===== config.mk =====
export PLATFORM = sky130hd
export DESIGN_NAME = damage_resolver
export DESIGN_NICKNAME = d
export VERILOG_FILES = /design/src/rtl/damage_resolver_pkg.sv /design/src/rtl/damage_resolver_player_damage_ctrl.sv /design/src/rtl/damage_resolver.sv
export SDC_FILE = /design/constraint.sdc
export NUM_CORES = 1
export LEC_CHECK = 0
export BUFFER_PORTS_ARGS = -buffer_cell sky130_fd_sc_hd__buf_2
export CORE_UTILIZATION = 45
export DETAILED_ROUTE_END_ITERATION = 8
export PLACE_DENSITY = 0.72
export REMOVE_ABC_BUFFERS = 1
export SETUP_SLACK_MARGIN = 0.2
export SYNTH_ARGS = -nofsm -noshare
export SYNTH_HDL_FRONTEND = slang
export SYNTH_SLANG_ARGS = --single-unit

===== constraint.sdc =====
create_clock -name clk -period 7.6 [get_ports clk]
set_clock_uncertainty 0.15 [all_clocks]
set_input_delay 0 -clock clk [delete_from_list [all_inputs] [get_ports clk]]
set_output_delay 0 -clock clk [all_outputs]
set_load 0.1 [all_outputs]

===== src/rtl/damage_resolver_pkg.sv =====
// Shared constants for the damage resolver: player state encodings, health and
// damage amounts, hitstun/KO frame counts, winner codes, round FSM states.
// No ports. Optional feature macro used by the bundle: CHIP_DAMAGE_EN.
package damage_resolver_pkg;

   localparam int STATE_DEPTH    = 4;
   localparam int HEALTH_DEPTH   = 8;
   localparam int MAX_HEALTH     = 100;
   localparam int KICK_DAMAGE    = 12;
   localparam int GRAB_DAMAGE    = 18;
   localparam int HITSTUN_FRAMES = 20;
   localparam int KO_HOLD_FRAMES = 120;

   localparam int HITSTUN_W = 5;   // holds HITSTUN_FRAMES
   localparam int KO_CNT_W  = 7;   // holds KO_HOLD_FRAMES-1

   // Player state encodings shared with the hit calculator
   localparam logic [STATE_DEPTH-1:0] PS_IDLE  = 4'd0;
   localparam logic [STATE_DEPTH-1:0] PS_WALK  = 4'd1;
   localparam logic [STATE_DEPTH-1:0] PS_KICK  = 4'd2;
   localparam logic [STATE_DEPTH-1:0] PS_GRAB  = 4'd3;
   localparam logic [STATE_DEPTH-1:0] PS_BLOCK = 4'd4;

   localparam logic [HEALTH_DEPTH-1:0] HEALTH_FULL = 8'(MAX_HEALTH);
   localparam logic [HEALTH_DEPTH-1:0] DMG_KICK    = 8'(KICK_DAMAGE);
   localparam logic [HEALTH_DEPTH-1:0] DMG_GRAB    = 8'(GRAB_DAMAGE);
   localparam logic [HEALTH_DEPTH-1:0] DMG_CHIP    = 8'd1;
   localparam logic [HITSTUN_W-1:0]    STUN_LOAD   = 5'(HITSTUN_FRAMES);
   localparam logic [KO_CNT_W-1:0]     KO_LAST     = 7'(KO_HOLD_FRAMES - 1);

   localparam logic [1:0] WIN_NONE = 2'b00;
   localparam logic [1:0] WIN_P1   = 2'b01;
   localparam logic [1:0] WIN_P2   = 2'b10;
   localparam logic [1:0] WIN_DRAW = 2'b11;

   typedef enum logic [1:0] {RS_IDLE, RS_FIGHT, RS_KO, RS_DONE} round_state_t;

   // Health minus damage, clamped at zero; the extra bit catches the borrow.
   function automatic logic [HEALTH_DEPTH-1:0] sat_sub(input logic [HEALTH_DEPTH-1:0] h,
                                                       input logic [HEALTH_DEPTH-1:0] d);
      logic [HEALTH_DEPTH:0] diff;
      diff = {1'b0, h} - {1'b0, d};
      return diff[HEALTH_DEPTH] ? '0 : diff[HEALTH_DEPTH-1:0];
   endfunction

endpackage


===== src/rtl/damage_resolver_player_damage_ctrl.sv =====
// Per-defender damage control: health, hitstun counter, and the attacker's
// once-per-frame "used" latch. Latency 1 clock connect->health/hit. No backpressure.
// Ports: clk, reset (async high), frame_tick, round_start, fight (round FSM in FIGHT),
//   att_connects/att_state/att_stunned (attacker side), def_state, health, stunned,
//   hit (1-clock pulse), zero_next (health becomes 0 on this clock).
// Macro CHIP_DAMAGE_EN: a blocked kick deals 1 damage and pulses hit.
module player_damage_ctrl
   import damage_resolver_pkg::*;
(
   input  logic                    clk,
   input  logic                    reset,
   input  logic                    frame_tick,
   input  logic                    round_start,
   input  logic                    fight,
   input  logic                    att_connects,
   input  logic [STATE_DEPTH-1:0]  att_state,
   input  logic                    att_stunned,
   input  logic [STATE_DEPTH-1:0]  def_state,
   output logic [HEALTH_DEPTH-1:0] health,
   output logic                    stunned,
   output logic                    hit,
   output logic                    zero_next
);

   logic [HITSTUN_W-1:0]    stun_cnt;
   logic                    used;
   logic                    accept;
   logic [HEALTH_DEPTH-1:0] dmg;
   logic                    dmg_pulse;
   logic                    stun_set;
   logic [HEALTH_DEPTH-1:0] health_nxt;

   assign stunned = (stun_cnt != '0);

   // Evaluated on registered (pre-tick, pre-hit) values, so a same-clock trade
   // sees both defenders unstunned and a same-clock tick cannot suppress it.
   assign accept = fight && !round_start && att_connects && !used && !att_stunned && !stunned;

   always_comb begin
      dmg       = '0;
      dmg_pulse = 1'b0;
      stun_set  = 1'b0;
      case (att_state)
         PS_KICK: begin
            if (def_state == PS_BLOCK) begin
`ifdef CHIP_DAMAGE_EN
               dmg       = DMG_CHIP;
               dmg_pulse = 1'b1;
`else
               dmg       = '0;
`endif
            end else begin
               dmg       = DMG_KICK;
               dmg_pulse = 1'b1;
               stun_set  = 1'b1;
            end
         end
         PS_GRAB: begin
            dmg       = DMG_GRAB;
            dmg_pulse = 1'b1;
            stun_set  = 1'b1;
         end
         default: ;
      endcase
   end

   assign health_nxt = accept ? sat_sub(health, dmg) : health;
   assign zero_next  = (health_nxt == '0);

   always_ff @(posedge clk or posedge reset) begin
      if (reset) begin
         health   <= HEALTH_FULL;
         stun_cnt <= '0;
         used     <= 1'b0;
         hit      <= 1'b0;
      end else begin
         hit <= accept && dmg_pulse;
         if (round_start) begin
            // Fresh round: the attacker may land a hit straight away.
            health   <= HEALTH_FULL;
            stun_cnt <= '0;
            used     <= 1'b0;
         end else begin
            health <= health_nxt;
            if (accept && stun_set)
               stun_cnt <= STUN_LOAD;
            else if (frame_tick && stun_cnt != '0)
               stun_cnt <= stun_cnt - 1'b1;
            // Accept's set wins over the tick's clear.
            if (accept)
               used <= 1'b1;
            else if (frame_tick)
               used <= 1'b0;
         end
      end
   end

endmodule


===== src/rtl/damage_resolver.sv =====
// Damage resolver top: round FSM (IDLE/FIGHT/KO/DONE), KO hold counter, winner,
// plus one player_damage_ctrl per defender. Latency 1 clock connect->outputs.
// No backpressure; connects are levels sampled every clock.
// Ports: clk, reset (async high), frame_tick, round_start, p1/p2_connects,
//   p1/p2_state, p1/p2_health, p1/p2_hitstun, p1/p2_hit, round_over, winner.
// Macro CHIP_DAMAGE_EN (in player_damage_ctrl): blocked kicks deal chip damage.
module damage_resolver
   import damage_resolver_pkg::*;
(
   input  logic                    clk,
   input  logic                    reset,
   input  logic                    frame_tick,
   input  logic                    round_start,
   input  logic                    p1_connects,
   input  logic                    p2_connects,
   input  logic [STATE_DEPTH-1:0]  p1_state,
   input  logic [STATE_DEPTH-1:0]  p2_state,
   output logic [HEALTH_DEPTH-1:0] p1_health,
   output logic [HEALTH_DEPTH-1:0] p2_health,
   output logic                    p1_hitstun,
   output logic                    p2_hitstun,
   output logic                    p1_hit,
   output logic                    p2_hit,
   output logic                    round_over,
   output logic [1:0]              winner
);

   round_state_t        state;
   logic [KO_CNT_W-1:0] ko_cnt;
   logic                fight;
   logic                p1_zero;
   logic                p2_zero;

   assign fight = (state == RS_FIGHT);

   // Defender P1, attacked by P2
   player_damage_ctrl u_p1 (
      .clk          (clk),
      .reset        (reset),
      .frame_tick   (frame_tick),
      .round_start  (round_start),
      .fight        (fight),
      .att_connects (p2_connects),
      .att_state    (p2_state),
      .att_stunned  (p2_hitstun),
      .def_state    (p1_state),
      .health       (p1_health),
      .stunned      (p1_hitstun),
      .hit          (p1_hit),
      .zero_next    (p1_zero)
   );

   // Defender P2, attacked by P1
   player_damage_ctrl u_p2 (
      .clk          (clk),
      .reset        (reset),
      .frame_tick   (frame_tick),
      .round_start  (round_start),
      .fight        (fight),
      .att_connects (p1_connects),
      .att_state    (p1_state),
      .att_stunned  (p1_hitstun),
      .def_state    (p2_state),
      .health       (p2_health),
      .stunned      (p2_hitstun),
      .hit          (p2_hit),
      .zero_next    (p2_zero)
   );

   always_ff @(posedge clk or posedge reset) begin
      if (reset) begin
         state      <= RS_IDLE;
         ko_cnt     <= '0;
         round_over <= 1'b0;
         winner     <= WIN_NONE;
      end else if (round_start) begin
         state      <= RS_FIGHT;
         ko_cnt     <= '0;
         round_over <= 1'b0;
         winner     <= WIN_NONE;
      end else begin
         case (state)
            RS_FIGHT: begin
               if (p1_zero || p2_zero) begin
                  state      <= RS_KO;
                  ko_cnt     <= '0;
                  round_over <= 1'b1;
                  // {p1_zero,p2_zero} is exactly the winner code: 01 P1, 10 P2, 11 draw
                  winner     <= {p1_zero, p2_zero};
               end
            end
            RS_KO: begin
               if (frame_tick) begin
                  if (ko_cnt == KO_LAST)
                     state <= RS_DONE;
                  else
                     ko_cnt <= ko_cnt + 1'b1;
               end
            end
            default: ;
         endcase
      end
   end

endmodule


# Word-level counts from Yosys, hierarchy flattened
# Index checks and enable logic that the tools add are counted.
# word_totals
regBits	42
latchBits	0
ram_bits	0
rom_bits	0
inputBits	14
output_inout_bits	23
word_cells	104
mem_count	0
# op_classes
addsub	5
n_mul	0
n_div	0
n_lt_le_gt_ge	0
eq_ne	13
n_shift	0
muxes	41
n_bitwise	0
n_reduce_logical	33
# ops
cell	n
2-to-1 mux 8 bit	6
one-hot mux 8 bit (2 select lines)	2
2-to-1 mux 5 bit	6
2-to-1 mux 7 bit	4
subtractor 8 x 8 -> 9 bit	2
== test 4 x 2 -> 1 bit, second input constant	4
logical NOT 8 bit	2
nonzero test 3 bit	5
2-to-1 mux 2 bit	7
one-hot mux 7 bit (2 select lines)	1
logical AND 1 bit	13
inequality test 3 bit, second input constant	4
2-to-1 mux 1 bit	10
nonzero test 5 bit	2
subtractor 5 x 1 -> 5 bit, second input constant	2
== test 4 x 3 -> 1 bit, second input constant	2
2-to-1 mux 4 bit	2
AND reduction 4 bit	2
adder 7 x 1 -> 7 bit, second input constant	1
== test 7 bit, second input constant	1
logical NOT 1 bit	5
one-hot mux 1 bit (2 select lines)	2
one-hot mux 2 bit (2 select lines)	1
nonzero test 2 bit	2
other kinds (4)	4

# Longest topological paths before layout
# logic_depth
word_depth	12
depth_mapped	13
ltp_nobuf	13

# Hierarchy
# From an unflattened synthesis, not the netlist that was laid out.
# hier_totals
hier_cells	293
area_unflattened_um2	2722.6
# by_module_without_submodules
mod	instances	cells_each	area_per_inst_um2
player_damage_ctrl	2	113	1038.5
damage_resolver	1	67	645.6

# Worst setup path after synthesis
# Ideal clock, no wire load.
# synth_path
kind	reg2reg
from	reg u_p1.health[3]
to	reg winner[0]
setup_ns	0.141
arrival_time_ns	3.189
setup_slack_ns	4.120
stages_incl_launch_ff	9
path_buffers	0
path_cell_list	dfrtp_1 ha_1 a21o_1 a2111oi_0 mux2_2 o31ai_1 nand2_1 o211ai_2 o22ai_1
# synth_via
elab_chain_cells	7
# synth_rtl
item	line	rtl
start: declaration	damage_resolver_player_damage_ctrl.sv:19	output logic [HEALTH_DEPTH-1:0] health,
start signal: assignment	damage_resolver_player_damage_ctrl.sv:84	health <= health_nxt;
subtractor 8 x 8 -> 9 bit	damage_resolver_pkg.sv:42	diff = {1'b0, h} - {1'b0, d};
2-to-1 mux 8 bit	damage_resolver_pkg.sv:43	return diff[HEALTH_DEPTH] ? '0 : diff[HEALTH_DEPTH-1:0];
2-to-1 mux 8 bit (*)	damage_resolver_player_damage_ctrl.sv:67	assign health_nxt = accept ? sat_sub(health, dmg) : health;
logical NOT 8 bit (*)	damage_resolver_player_damage_ctrl.sv:68	assign zero_next = (health_nxt == '0);
logical OR 1 bit (*)	damage_resolver.sv:84	if (p1_zero || p2_zero) begin
nonzero test 2 bit (no source line) (*)	-	
AND reduction 2 bit (no source line) (*)	-	
end signal: assignment	damage_resolver.sv:89	winner <= {p1_zero, p2_zero};
end: declaration	damage_resolver.sv:25	output logic [1:0] winner
# Every way passes the cells marked *; elsewhere a longest branch is shown, timed or not.
# A chain may end at the register's enable or synchronous reset.

# Worst setup path in the final report
# layout_path
from	in p1_state[1]
to	reg winner[0]
# layout_via
elab_chain_cells	10
elab_cells_between_ends	20
# layout_rtl
item	line	rtl
start: declaration	damage_resolver.sv:16	input logic [STATE_DEPTH-1:0] p1_state,
== test 4 x 3 -> 1 bit	damage_resolver_player_damage_ctrl.sv:45	if (def_state == PS_BLOCK) begin
2-to-1 mux 4 bit	damage_resolver_player_damage_ctrl.sv:45	
one-hot mux 8 bit (2 select lines)	damage_resolver_player_damage_ctrl.sv:43	case (att_state)
subtractor 8 x 8 -> 9 bit	damage_resolver_pkg.sv:42	
2-to-1 mux 8 bit	damage_resolver_pkg.sv:43	
2-to-1 mux 8 bit	damage_resolver_player_damage_ctrl.sv:67	
logical NOT 8 bit	damage_resolver_player_damage_ctrl.sv:68	
logical OR 1 bit	damage_resolver.sv:84	
nonzero test 2 bit (no source line)	-	
AND reduction 2 bit (no source line)	-	
# Several ways; a longest one is shown, not always the timed one. The select of a mux whose other input is x is not followed.

==> metrics.md <==
| Metric | Value |
|---|---|
| Metal2 WL | 2690 um |
| Cell count after placement | approximately 380 |
| Yosys reg bits | 42 |
| Floorplan die height | between 70 and 80 um |
| Clock slew at the register clock pins of the worst setup and hold paths | 0.08 ns |
| Top FF cell, synth | sky130_fd_sc_hd__dfrtp_1 |
| Clock tree buffer depth | 2 |
| CP max FO | 8 |
| Final cell area excluding filler cells | 0.00298 sq mm |
| Top Layer Used | met4 |
| Most area-consuming cells after synthesis | sky130_fd_sc_hd__dfrtp_1 34%, sky130_fd_sc_hd__ha_1 6.2%, sky130_fd_sc_hd__dfstp_2 6.0%, sky130_fd_sc_hd__a21oi_1 3.2%, sky130_fd_sc_hd__inv_1 3.1% |
| Worst hold slack | 0.0321 ns |
| Max-cap viol count | 0 |
| Cts bufs inserted | 5 |
| Synth area leader | sky130_fd_sc_hd__dfrtp_1 |
| Min cycle time layout | about 3.4 ns |
| Clock tree from TritonCTS | yes |
| Final antenna-violating net count | 0 |
| Antenna Cells | 0 |
| Overall die area | 0.00614 sq mm |
| Crit path launch type | input pin |
| Largest net degree at the start of global routing | 43 |
| Global routing usage summed across all routing layers | 20.2% |
| Slew @ Worst Pin | 0.833 ns |
| Placed wire-length estimate | around 4300 um |
| Static power due to leakage | 1.25 nW |
| Routed length per placed instance | 14.5 um |
| Post-route DRC | 0 |
| Number of clock sinks | 42 |
| First-pass GRT wire length | between 9000 and 10,000 um |
| Starting density of the core | 47.1% |
| Met3 WL | about 300 um |
| Detailed-routing iteration count for the pre-antenna-repair pass | 4 |
| Async set-or-reset flop fraction in the synthesized netlist | 100% |
| Count of H-tree levels built during CTS | 2 |
| Per-cell via count in the routed design | ~5.7 |
| First DRT Iteration DRCs | 118 |
| Achievable Freq | 297 MHz |
| Post-layout net count | approximately 350 |
| Layout overhead on the synthesized area | 13.5% |
| Yosys Warn Count | 0 |
| Die W | 78.4 um |
| Total placed instance area | roughly 0.0029 sq mm |
| Clock insertion delay at the later pin of the skew report | 0.29 ns |
| Worst min path class | in -> reg |
| Max-Slew Margin vs Limit | 44.3% |
| Worst setup path class | in -> reg |
| Core ar. | 0.00557 sq mm |
| Place WS | 3.92 ns |
| Final worst-path setup slack | 4.23 ns |
| Vias in the first global route | 2,115 |
| Power density over the cells | ~260 mW/mm^2 |
| Count of distinct cell types in the synthesized netlist | between 50 and 60 |
| Final core occ | 53.4% |
| Number of fill cells in the layout | 518 |
| Status | completed |
| Part of the Yosys area used for sequential elements | 40.3% |
| Worst endpoint data arrival time | 3.37 ns |
| Congestion Overflow GR | 0 |
| Avg Inst Size Synth | between 9 and 10 sq um |
| Data required time at the worst endpoint | 7.60 ns |
| EDFF count, synth | 0 |
| Total number of placement rows | 27 |
| Synthesized instance count | around 280 |
| Total Power | 765 uW |
| Sum Neg Setup Slack | 0 ns |
| Fraction of final layout cells with drive strength greater than 1 | between 10% and 20% |
| Final Routed Wirelength | around 5700 um |
| Period utilization | 44.3% |
| Worst vdd rail ir drop | 0.243 mV |
| Netlist area before placement | 0.00263 sq mm |
| Number of pins with negative max-slew slack in the final report | 0 |
| Cell at the root of the clock tree | sky130_fd_sc_hd__clkbuf_8 |
| Yosys top cell area share | 34.3% |
| Number of failing setup endpoints in the final timing report | 0 |
| RSZ-0062 raised after global routing | no |
| Non-filler instance count after layout | 393 |
| Count of buffers inserted at the top-level ports | 36 |
| # IOs | 37 |
| Number of setup buffers added after CTS | 0 |
| Via Count | 2,233 |
| DRT met1 WL | between 2000 and 3000 um |
| Hold violation count in the final report | 0 |
| Initial antenna violation count | 0 |
| Kind of end point of the critical path | register |
| Routability congestion estimate from global placement | 0.933 |
metal layers:
layer	up-vias	track usage, %
met2	60	33.6
met1	1057	26.7
met5	-	0
li1	1108	-
met3	8	3.72
met4	0	6.30
worst max-delay path: stages:
cell,delay (ns)
sky130_fd_sc_hd__buf_2,0.10
sky130_fd_sc_hd__or4b_2,0.65
sky130_fd_sc_hd__nand3b_1,0.22
sky130_fd_sc_hd__ha_1,0.30
sky130_fd_sc_hd__a21o_1,0.22
sky130_fd_sc_hd__a2111oi_0,0.54
sky130_fd_sc_hd__mux2_2,0.39
sky130_fd_sc_hd__o31ai_1,0.28
sky130_fd_sc_hd__nand2_1,0.14
sky130_fd_sc_hd__o211ai_2,0.37
sky130_fd_sc_hd__o22ai_1,0.14
cell usage in the layout (no fill, tap or decap), types with 4 or more instances in the layout:
master	count
sky130_fd_sc_hd__buf_2	36
sky130_fd_sc_hd__dfrtp_1	36
sky130_fd_sc_hd__inv_1	22
sky130_fd_sc_hd__nand2_1	21
sky130_fd_sc_hd__nor2_1	20
sky130_fd_sc_hd__a21oi_1	17
sky130_fd_sc_hd__ha_1	13
sky130_fd_sc_hd__nand3_1	9
sky130_fd_sc_hd__nor3_1	9
sky130_fd_sc_hd__nor4_1	7
sky130_fd_sc_hd__o31ai_1	7
sky130_fd_sc_hd__nand4_1	6
sky130_fd_sc_hd__clkbuf_8	6
sky130_fd_sc_hd__dfstp_2	6
sky130_fd_sc_hd__nor3b_1	5
sky130_fd_sc_hd__nor2b_1	5
sky130_fd_sc_hd__xnor2_1	5
sky130_fd_sc_hd__xor2_1	5
sky130_fd_sc_hd__nand2b_1	4
sky130_fd_sc_hd__o21ai_0	4
sky130_fd_sc_hd__a21o_1	4
sky130_fd_sc_hd__a31oi_1	4
sky130_fd_sc_hd__mux2i_1	4
sky130_fd_sc_hd__a211oi_1	4
sky130_fd_sc_hd__o22ai_1	4
sky130_fd_sc_hd__or3_1	4
sky130_fd_sc_hd__and2_1	4
path summary, 6_finish.rpt:
check	startpoint	endpoint	slack [ns]	depth (start not counted)
max	p1_state[1]	winner[0]$_DFFE_PP0P_	4.23	11
min	round_start	u_p1.health[4]$_DFF_PP0_	0.03	2
max reg2reg	u_p2.stun_cnt[0]$_DFFE_PP0P_	winner[0]$_DFFE_PP0P_	4.26	9
max in group asynchronous	reset	u_p1.health[6]$_DFF_PP1_	6.67	4
min in group asynchronous	reset	u_p2.health[3]$_DFF_PP0_	0.25	4
min reg2reg	round_over$_DFFE_PP0P_	round_over$_DFFE_PP0P_	0.35	1
synthesized netlist by cell type, types with 6 or more instances:
| cell | number |
|---|---|
| sky130_fd_sc_hd__nand2_1 | 21 |
| sky130_fd_sc_hd__nand3_1 | 9 |
| sky130_fd_sc_hd__nor3_1 | 9 |
| sky130_fd_sc_hd__nor4_1 | 7 |
| sky130_fd_sc_hd__ha_1 | 13 |
| sky130_fd_sc_hd__o31ai_1 | 7 |
| sky130_fd_sc_hd__nand4_1 | 6 |
| sky130_fd_sc_hd__nor2_1 | 20 |
| sky130_fd_sc_hd__a21oi_1 | 17 |
| sky130_fd_sc_hd__inv_1 | 22 |
| sky130_fd_sc_hd__dfrtp_1 | 36 |
| sky130_fd_sc_hd__dfstp_2 | 6 |
flip-flops by register name, summed over array words and instances (netlist names):
name,flops
u_p2.hit,1
u_p2.used,1
u_p1.stun_cnt,5
u_p1.used,1
u_p1.health,8
ko_cnt,7
winner,2
state,2
u_p2.stun_cnt,5
round_over,1
u_p2.health,8
u_p1.hit,1
cell type report:
cell class	instances	area (sq um)	area share [%]
clock inverters	1	5.00	0.168
multi-input cells	206	1430	47.9
inverters	25	93.8	3.15
well taps	72	90.1	3.02
clock buffers	7	86.3	2.90
flip-flops and latches	42	1060	35.5
repair buffers	40	218	7.31
kinds of logic after synthesis:
family	synth area share, %
AO/OA/AOI/OAI	16.7
XOR/XNOR	3.34
adder cells (fa/ha/maj)	7.72
buffers and inverters	5.29
flip-flops	40.3
multiplexers	1.95
AND/OR/NAND/NOR	24.7
timing repair:
action                                 CTS  global route
hold buffers                             3             0
endpoints found under the hold margin   40             0
gates resized for setup                  0             0
power breakdown:
part           internal (mW)  switching (mW)
clock network         0.0733          0.0721
logic                 0.0976           0.248
registers              0.250          0.0243
Note: power is estimated with default switching activity, not from simulation.
